<file path="config.mk">
export PLATFORM = sky130hd
export DESIGN_NAME = huc6270_irq_ctl
export DESIGN_NICKNAME = d
export VERILOG_FILES = /design/src/rtl/huc6270_irq_ctl.sv
export SDC_FILE = /design/constraint.sdc
export NUM_CORES = 1
export LEC_CHECK = 0
export CORE_MARGIN = 1
export CORE_UTILIZATION = 48
export CTS_BUF_LIST = sky130_fd_sc_hd__clkbuf_4
export DETAILED_ROUTE_END_ITERATION = 10
export PLACE_DENSITY_LB_ADDON = 0.1
export REMOVE_ABC_BUFFERS = 1
export SKIP_LAST_GASP = 1
export SLEW_MARGIN = 30
export SYNTH_ARGS = -nofsm -noshare
export SYNTH_HDL_FRONTEND = slang
export SYNTH_SLANG_ARGS = --single-unit
</file>
<file path="constraint.sdc">
create_clock -name CLK -period 2.4 [get_ports CLK]
set_input_delay 0.36 -clock CLK [delete_from_list [all_inputs] [get_ports CLK]]
set_output_delay 0.36 -clock CLK [all_outputs]
set_load 0.1 [all_outputs]
</file>
<file path="src/rtl/huc6270_irq_ctl.sv">
// HuC6270 VDC status/interrupt controller: register-select latch, CR/RCR/DCR, six event flags, INT.
// Latency: flags and INT update one CE cycle after the event; DO is combinational from current state.
// Backpressure: none; CPU accesses complete in one cycle, events are never stalled or dropped.
module huc6270_irq_ctl #(
    parameter int ROW_W    = 9,
    parameter int COL_W    = 9,
    parameter int VBL_ROW  = 239,
    parameter int EVT_COL  = 0,
    parameter int RCR_BASE = 64
) (
    input  logic             CLK,
    input  logic             RES,
    input  logic             CE,
    input  logic             CSn,
    input  logic             WRn,
    input  logic             RDn,
    input  logic             A2,
    input  logic [15:0]      DI,
    output logic [15:0]      DO,
    output logic             INT,
    input  logic             PCE,
    input  logic [ROW_W-1:0] ROW,
    input  logic [COL_W-1:0] COL,
    input  logic             SPR_COLL,
    input  logic             SPR_OVF,
    input  logic             SATB_DONE,
    input  logic             VDMA_DONE,
    input  logic             BUSY
);
    // Flag vector bit order matches the status word: CR, OR, RR, DS, DV, VD.
    logic [4:0]  rsel;
    logic [3:0]  cr_q;
    logic [9:0]  rcr_q;
    logic [1:0]  dcr_q;
    logic [5:0]  flags;
    logic [5:0]  snap;
    logic        rd_act;

    logic        wr_en;
    logic        stat_rd;
    logic        rd_start;
    logic        rd_end;
    logic        evt_col;
    logic        vbl_hit;
    logic        rcr_hit;
    logic [9:0]  row_cmp;
    logic [5:0]  en_mask;
    logic [5:0]  ev_vec;
    logic [5:0]  set_vec;
    logic [5:0]  clr_mask;
    logic [5:0]  flags_nxt;
    logic [15:0] status;

    // Upper data bits have no register to land in.
    logic        unused_di;
    assign unused_di = ^DI[15:10];

    assign wr_en    = !CSn && !WRn;
    assign stat_rd  = !CSn && !RDn && (!A2 || (rsel == 5'h00));
    assign rd_start = stat_rd && !rd_act;
    assign rd_end   = RDn && rd_act;

    assign evt_col  = (COL == COL_W'(EVT_COL));
    assign vbl_hit  = PCE && evt_col && (ROW == ROW_W'(VBL_ROW));
    // Raster compare wraps modulo 1024, so some RCR values are never reached.
    assign row_cmp  = 10'(ROW) + 10'(RCR_BASE);
    assign rcr_hit  = PCE && evt_col && (row_cmp == rcr_q);

    assign en_mask  = {cr_q[3], dcr_q[1], dcr_q[0], cr_q[2], cr_q[1], cr_q[0]};
    assign ev_vec   = {vbl_hit, VDMA_DONE, SATB_DONE, rcr_hit, SPR_OVF, SPR_COLL};
    assign set_vec  = ev_vec & en_mask;
    // Only flags captured at read start are cleared; a new set in the same cycle wins.
    assign clr_mask = rd_end ? snap : 6'b0;
    assign flags_nxt = (flags & ~clr_mask) | set_vec;

    assign status   = {9'b0, BUSY, flags};
    // INT depends only on registered flags and enables.
    assign INT      = |(flags & en_mask);

    // CPU read mux; silent unless the chip is selected for a read.
    always_comb begin
        DO = 16'h0000;
        if (!CSn && !RDn) begin
            if (!A2) begin
                DO = status;
            end else begin
                case (rsel)
                    5'h00:   DO = status;
                    5'h05:   DO = {12'b0, cr_q};
                    5'h06:   DO = {6'b0, rcr_q};
                    5'h0F:   DO = {14'b0, dcr_q};
                    default: DO = 16'h0000;
                endcase
            end
        end
    end

    // Register-select latch and control registers written from the CPU bus.
    always_ff @(posedge CLK) begin
        if (CE) begin
            if (RES) begin
                rsel  <= 5'h00;
                cr_q  <= 4'h0;
                rcr_q <= 10'h000;
                dcr_q <= 2'b00;
            end else if (wr_en) begin
                if (!A2) begin
                    rsel <= DI[4:0];
                end else begin
                    case (rsel)
                        5'h05:   cr_q  <= DI[3:0];
                        5'h06:   rcr_q <= DI[9:0];
                        5'h0F:   dcr_q <= DI[1:0];
                        default: ;
                    endcase
                end
            end
        end
    end

    // Event flags with snapshot-based read-clear.
    always_ff @(posedge CLK) begin
        if (CE) begin
            if (RES) begin
                flags  <= 6'b0;
                snap   <= 6'b0;
                rd_act <= 1'b0;
            end else begin
                flags <= flags_nxt;
                if (rd_start) begin
                    snap   <= flags;
                    rd_act <= 1'b1;
                end else if (rd_end) begin
                    snap   <= 6'b0;
                    rd_act <= 1'b0;
                end
            end
        end
    end
endmodule
</file>
# After elaboration in Yosys (flattened, before gate mapping)
# Index checks and enable logic that the tools add are counted.
[totals] regBits=34 input_bits=47
[classes] addsub=1 n_eq_ne=6 n_mux=19 bitwise_logic=5 n_reduce_logical=28
[op_table] op="10-bit two-way mux" n=5
[op_table] op="10-bit one-hot mux with 4 select lines" n=1
[op_table] op="6-bit AND" n=3
[op_table] op="6-bit two-way mux" n=3
[op_table] op="4-bit two-way mux" n=3
[op_table] op="4-bit AND reduction" n=3
[op_table] op="9-bit by 7-bit adder with 10-bit output, second input constant" n=1
[op_table] op="10-bit == test" n=1
[op_table] op="5-bit by 3-bit == test with 1-bit output, second input constant" n=2
[op_table] op="5-bit two-way mux" n=2
[op_table] op="2-bit nonzero test" n=5
[op_table] op="9-bit by 8-bit == test with 1-bit output, second input constant" n=1
[op_table] op="9-bit logical NOT" n=1
[op_table] op="1-bit logical AND" n=8
[op_table] op="2-bit two-way mux" n=3
[op_table] op="6-bit NOT" n=1
[op_table] op="6-bit bitwise OR" n=1
[op_table] op="6-bit OR reduction" n=1
[op_table] op="5-bit by 4-bit == test with 1-bit output, second input constant" n=1
[op_table] op="1-bit logical NOT" n=5
[op_table] op="5-bit logical NOT" n=1
[op_table] op="3-bit AND reduction" n=1
[op_table] op="3-bit nonzero test" n=1
[op_table] op="1-bit two-way mux" n=2
[op_table] op="other kinds (3)" n=3

# Logic depth before layout (Yosys ltp)
[depth] depth_word=6 depth_mapped=5 depth_no_buf=5

# Least setup slack after synthesis
# Ideal clock, no wire load.
[synth_timing] path_type="flip-flop to output port" from="register rsel[0]" to="output DO[2]" arrival_time_ns=3.660 slack_ns=-1.620 stages_incl_launch_ff=5 path_buffers=0 cell_sequence="edfxtp_1 > or4_4 > o21ai_4 > o21ai_0 > a221oi_1"
[synth_via] elab_chain_cells=4
[synth_rtl] element="start: declaration" line="31" source="logic [4:0] rsel;"
[synth_rtl] element="start signal: assignment" line="108" source="rsel <= DI[4:0];"
[synth_rtl] element="5-bit by 4-bit == test with 1-bit output, or another cell as far along" line="87" source="case (rsel)"
[synth_rtl] element="10-bit one-hot mux with 4 select lines (*)" line="87"
[synth_rtl] element="10-bit two-way mux (*)" line="84" source="if (!A2) begin"
[synth_rtl] element="10-bit two-way mux (*)" line="83" source="if (!CSn && !RDn) begin"
[synth_rtl] element="end: declaration" line="19" source="output logic [15:0] DO,"
# Mark *: on every way between the ends. The rest lies on a longest branch, timed or not.

# Worst setup path in the final report
# Ends and elaborated chain as after synthesis.

==> flow_metrics.py <==
metrics = {
    "status": {
        "failed_checks": "negative setup slack",
        "outcome": "finished, violations left",
    },
    "layout": {
        "antenna_cells": 0,
        "final_common_cell": "clkdlybuf4s50_1",
        "drive_gt1_frac": 0.269,
        "nNetsFinal": 300,
        "mostFrequentLayoutCells": "clkdlybuf4s50_1 (40), edfxtp_1 (34), buf_4 (25)",
        "n_fill_cell": 239,
        "stdcell_area_um2": 2950,
        "area_growth_pct": 49.5,
    },
    "synthesis": {
        "yosys.area.top_type": "edfxtp_1",
        "synth_area_um2": 1970,
        "synth.ff_latch_count": 34,
        "ys_types": 41,
        "syn_inst": 177,
        "syn_avg_cell_area_um2": 11.2,
        "async_flop_share": 0,
        "ys_warn_count": 0,
        "seq_area_frac_synth": 0.517,
        "synth_top_area_frac": 0.517,
        "synthFlopType": "edfxtp_1",
        "synth-edff-count": 34,
        "synth_area_leaders": "edfxtp_1 (52%), nor2b_1 (4.1%), xor2_1 (4.0%)",
    },
    "setup_path": {
        "slowest_stage": "or4_4",
        "rr_worst_depth": 5,
        "rrSetupSlack_ps": 130,
        "r2r_end": "snap[0]",
        "worstPathArrival_ps": 2330,
        "cp_slowest_stage_delay_ps": 600,
        "crit_fanout": 7,
        "critPathLaunchType": "register",
        "end_kind": "primary output",
        "timing.rr.start": "rsel[0]",
        "crit_type": "register to primary output",
        "crit_chain": "or4_4 -> o211ai_4 -> nand2_4 -> a221oi_2 -> buf_4 -> buf_12",
        "critPathRequiredTime_ps": 2040,
    },
    "placement": {
        "io_buffer_count": 51,
        "placedInstanceArea_um2": 2730,
        "place.gp.congestion": 0.833,
        "dp_hpwl_um": 3690,
    },
    "global_routing": {
        "antenna_found_initial": 0,
        "grt_pass1_vias": 1682,
        "grt_use_total": 0.252,
        "grt.overflow.total": 0,
        "grt_max_degree": 14,
        "grt_pass1_wl_um": 8040,
    },
    "sta": {
        "clock.fmax_ghz": 0.372,
        "rsz0062_at_grt": "yes",
        "min_period_ps": 2690,
        "slew_headroom": 0.642,
        "worstMarginPinSlew_ps": 535,
        "skew_ps": 6.32,
        "period_share": 1.12,
        "finalSetupViolations": 7,
        "finalHoldViolCount": 0,
        "final.setup.tns_ps": -1670,
        "worst_slack_ps": -286,
        "drv_slew": 0,
    },
    "drt": {
        "routedWlPerCell_um": 17.2,
        "drt_first_pass_iters": 7,
        "drc": 0,
        "dr_total_vias": 1744,
        "vias_per_cell": 5.79,
        "drt_iter0_drc": 205,
        "drt_wl_total_um": 5170,
        "final_antenna_net_count": 0,
    },
    "cts": {
        "cts_buffers": 5,
        "clock_sinks": 34,
        "cts_tree": "yes",
        "clockBufferDepth": 2,
        "clock_latency_ps": 340,
        "path_clk_slew_ps": 110,
        "cts_htree_levels": 2,
        "cts_root_buf": "clkbuf_4",
    },
    "floorplanning": {
        "core_um2": 3800,
        "dieArea_um2": 4370,
        "dieHeight_um": 66.1,
        "core.rowCount": 22,
        "start_util": 0.520,
        "io_pins": 64,
        "die_x_um": 66.1,
    },
    "power_and_ir_drop": {
        "p_leak_nw": 1.06,
        "total_power_w": 0.00135,
        "peakVddDrop_mv": 0.427,
        "power.density_nw_per_um2": 457,
    },
    "hold_path": {
        "hold_depth": 1,
        "whs_endpoint": "snap[2]",
        "hp-start": "flags[2]",
        "hold_path.class": "register to register",
    },
    "job": {
        "maxCapViolations": 0,
    },
}
[how the worst max path moves through the flow]
stage                        from  endpoint  slack, ps
final                     rsel[0]     DO[2]       -290
after detailed placement  rsel[0]     DO[3]          4
after global routing      rsel[0]     DO[2]       -340
after CTS                 rsel[1]     DO[3]       -220
after global placement    rsel[0]     DO[3]         60
after floorplan           rsel[0]     DO[2]      -1730
[sequential cells by signal (all words and copies together), names as in the netlist]
register  flops
rcr_q        10
snap          6
rd_act        1
rsel          5
cr_q          4
flags         6
dcr_q         2
[what timing repair did]
item,4_1_cts,5_1_grt
endpoints found under the setup margin,7,7
hold endpoints to repair,0,0
resized for setup,19,7
pin swaps,9,4
hold buffers,0,0
gates cloned,0,0
buffers inserted,3,4
[Yosys cell counts (2+ instances only)]
cell,n
xor2_1,9
nand4b_1,2
nand3b_1,9
a211oi_1,5
clkbuf_1,8
a22oi_1,10
nor3_1,2
inv_1,3
a31oi_1,3
and2_1,7
edfxtp_1,34
buf_4,6
nor2_1,8
nor2b_1,13
nand2_1,10
and3_1,5
a221oi_1,2
o31ai_1,3
o21ai_0,2
nand3_1,7
a21oi_1,5
nor4_1,4
xnor2_1,2
[worst max-delay path: cells and delay by family (launching register included)]
kind                   cells  cell delay (ps)
buffers and inverters      2              320
and+or+nand+nor            2              740
AOI/OAI and AO/OA          2              450
DFF                        1              470
[per-stage QoR]
stage	setup WS, ps	hold slack (ps)	utilization	std cells
2_1_floorplan	-1730	472	-	168
3_3_place_gp	60.6	603	0.718	286
3_5_place_dp	4.04	619	0.718	286
4_1_cts	-220	646	0.760	297
5_1_grt	-345	686	0.777	301
6_report	-286	651	0.777	301
[layer usage]
layer | vias to the layer above | track usage | share of wire
met5 | - | 0 | 0
met2 | 95 | 0.423 | 0.50
met4 | 0 | 0.101 | 0.026
li1 | 814 | - | -
met1 | 815 | 0.315 | 0.40
met3 | 20 | 0.0552 | 0.073
[power by group]
| part | switching, W | internal (W) |
|---|---|---|
| combinational | 0.000183 | 0.000146 |
| sequential | 0.0000274 | 0.000688 |
| clock | 0.000195 | 0.000109 |
| total | 0.000406 | 0.000942 |
[cell type report]
cell class,instances,area (µm²),area share
clock buffer,5,37.5,0.0127
clock inverter,3,16.3,0.00551
inverter,3,11.3,0.00382
multi-input combinational,131,995,0.337
sequential,34,1020,0.346
tap,48,60.1,0.0203
timing repair buffer,77,811,0.275
[cell families after synthesis]
family | count (synthesis) | synth area share
AND/OR/NAND/NOR | 78 | 0.250
AO/OA/AOI/OAI | 35 | 0.132
flip-flops | 34 | 0.517
buffers and inverters | 17 | 0.0437
XOR/XNOR | 11 | 0.0488
adder cells (fa/ha/maj) | 1 | 0.00634
other | 1 | 0.00190
No activity file was read; power rests on OpenSTA's default activity.
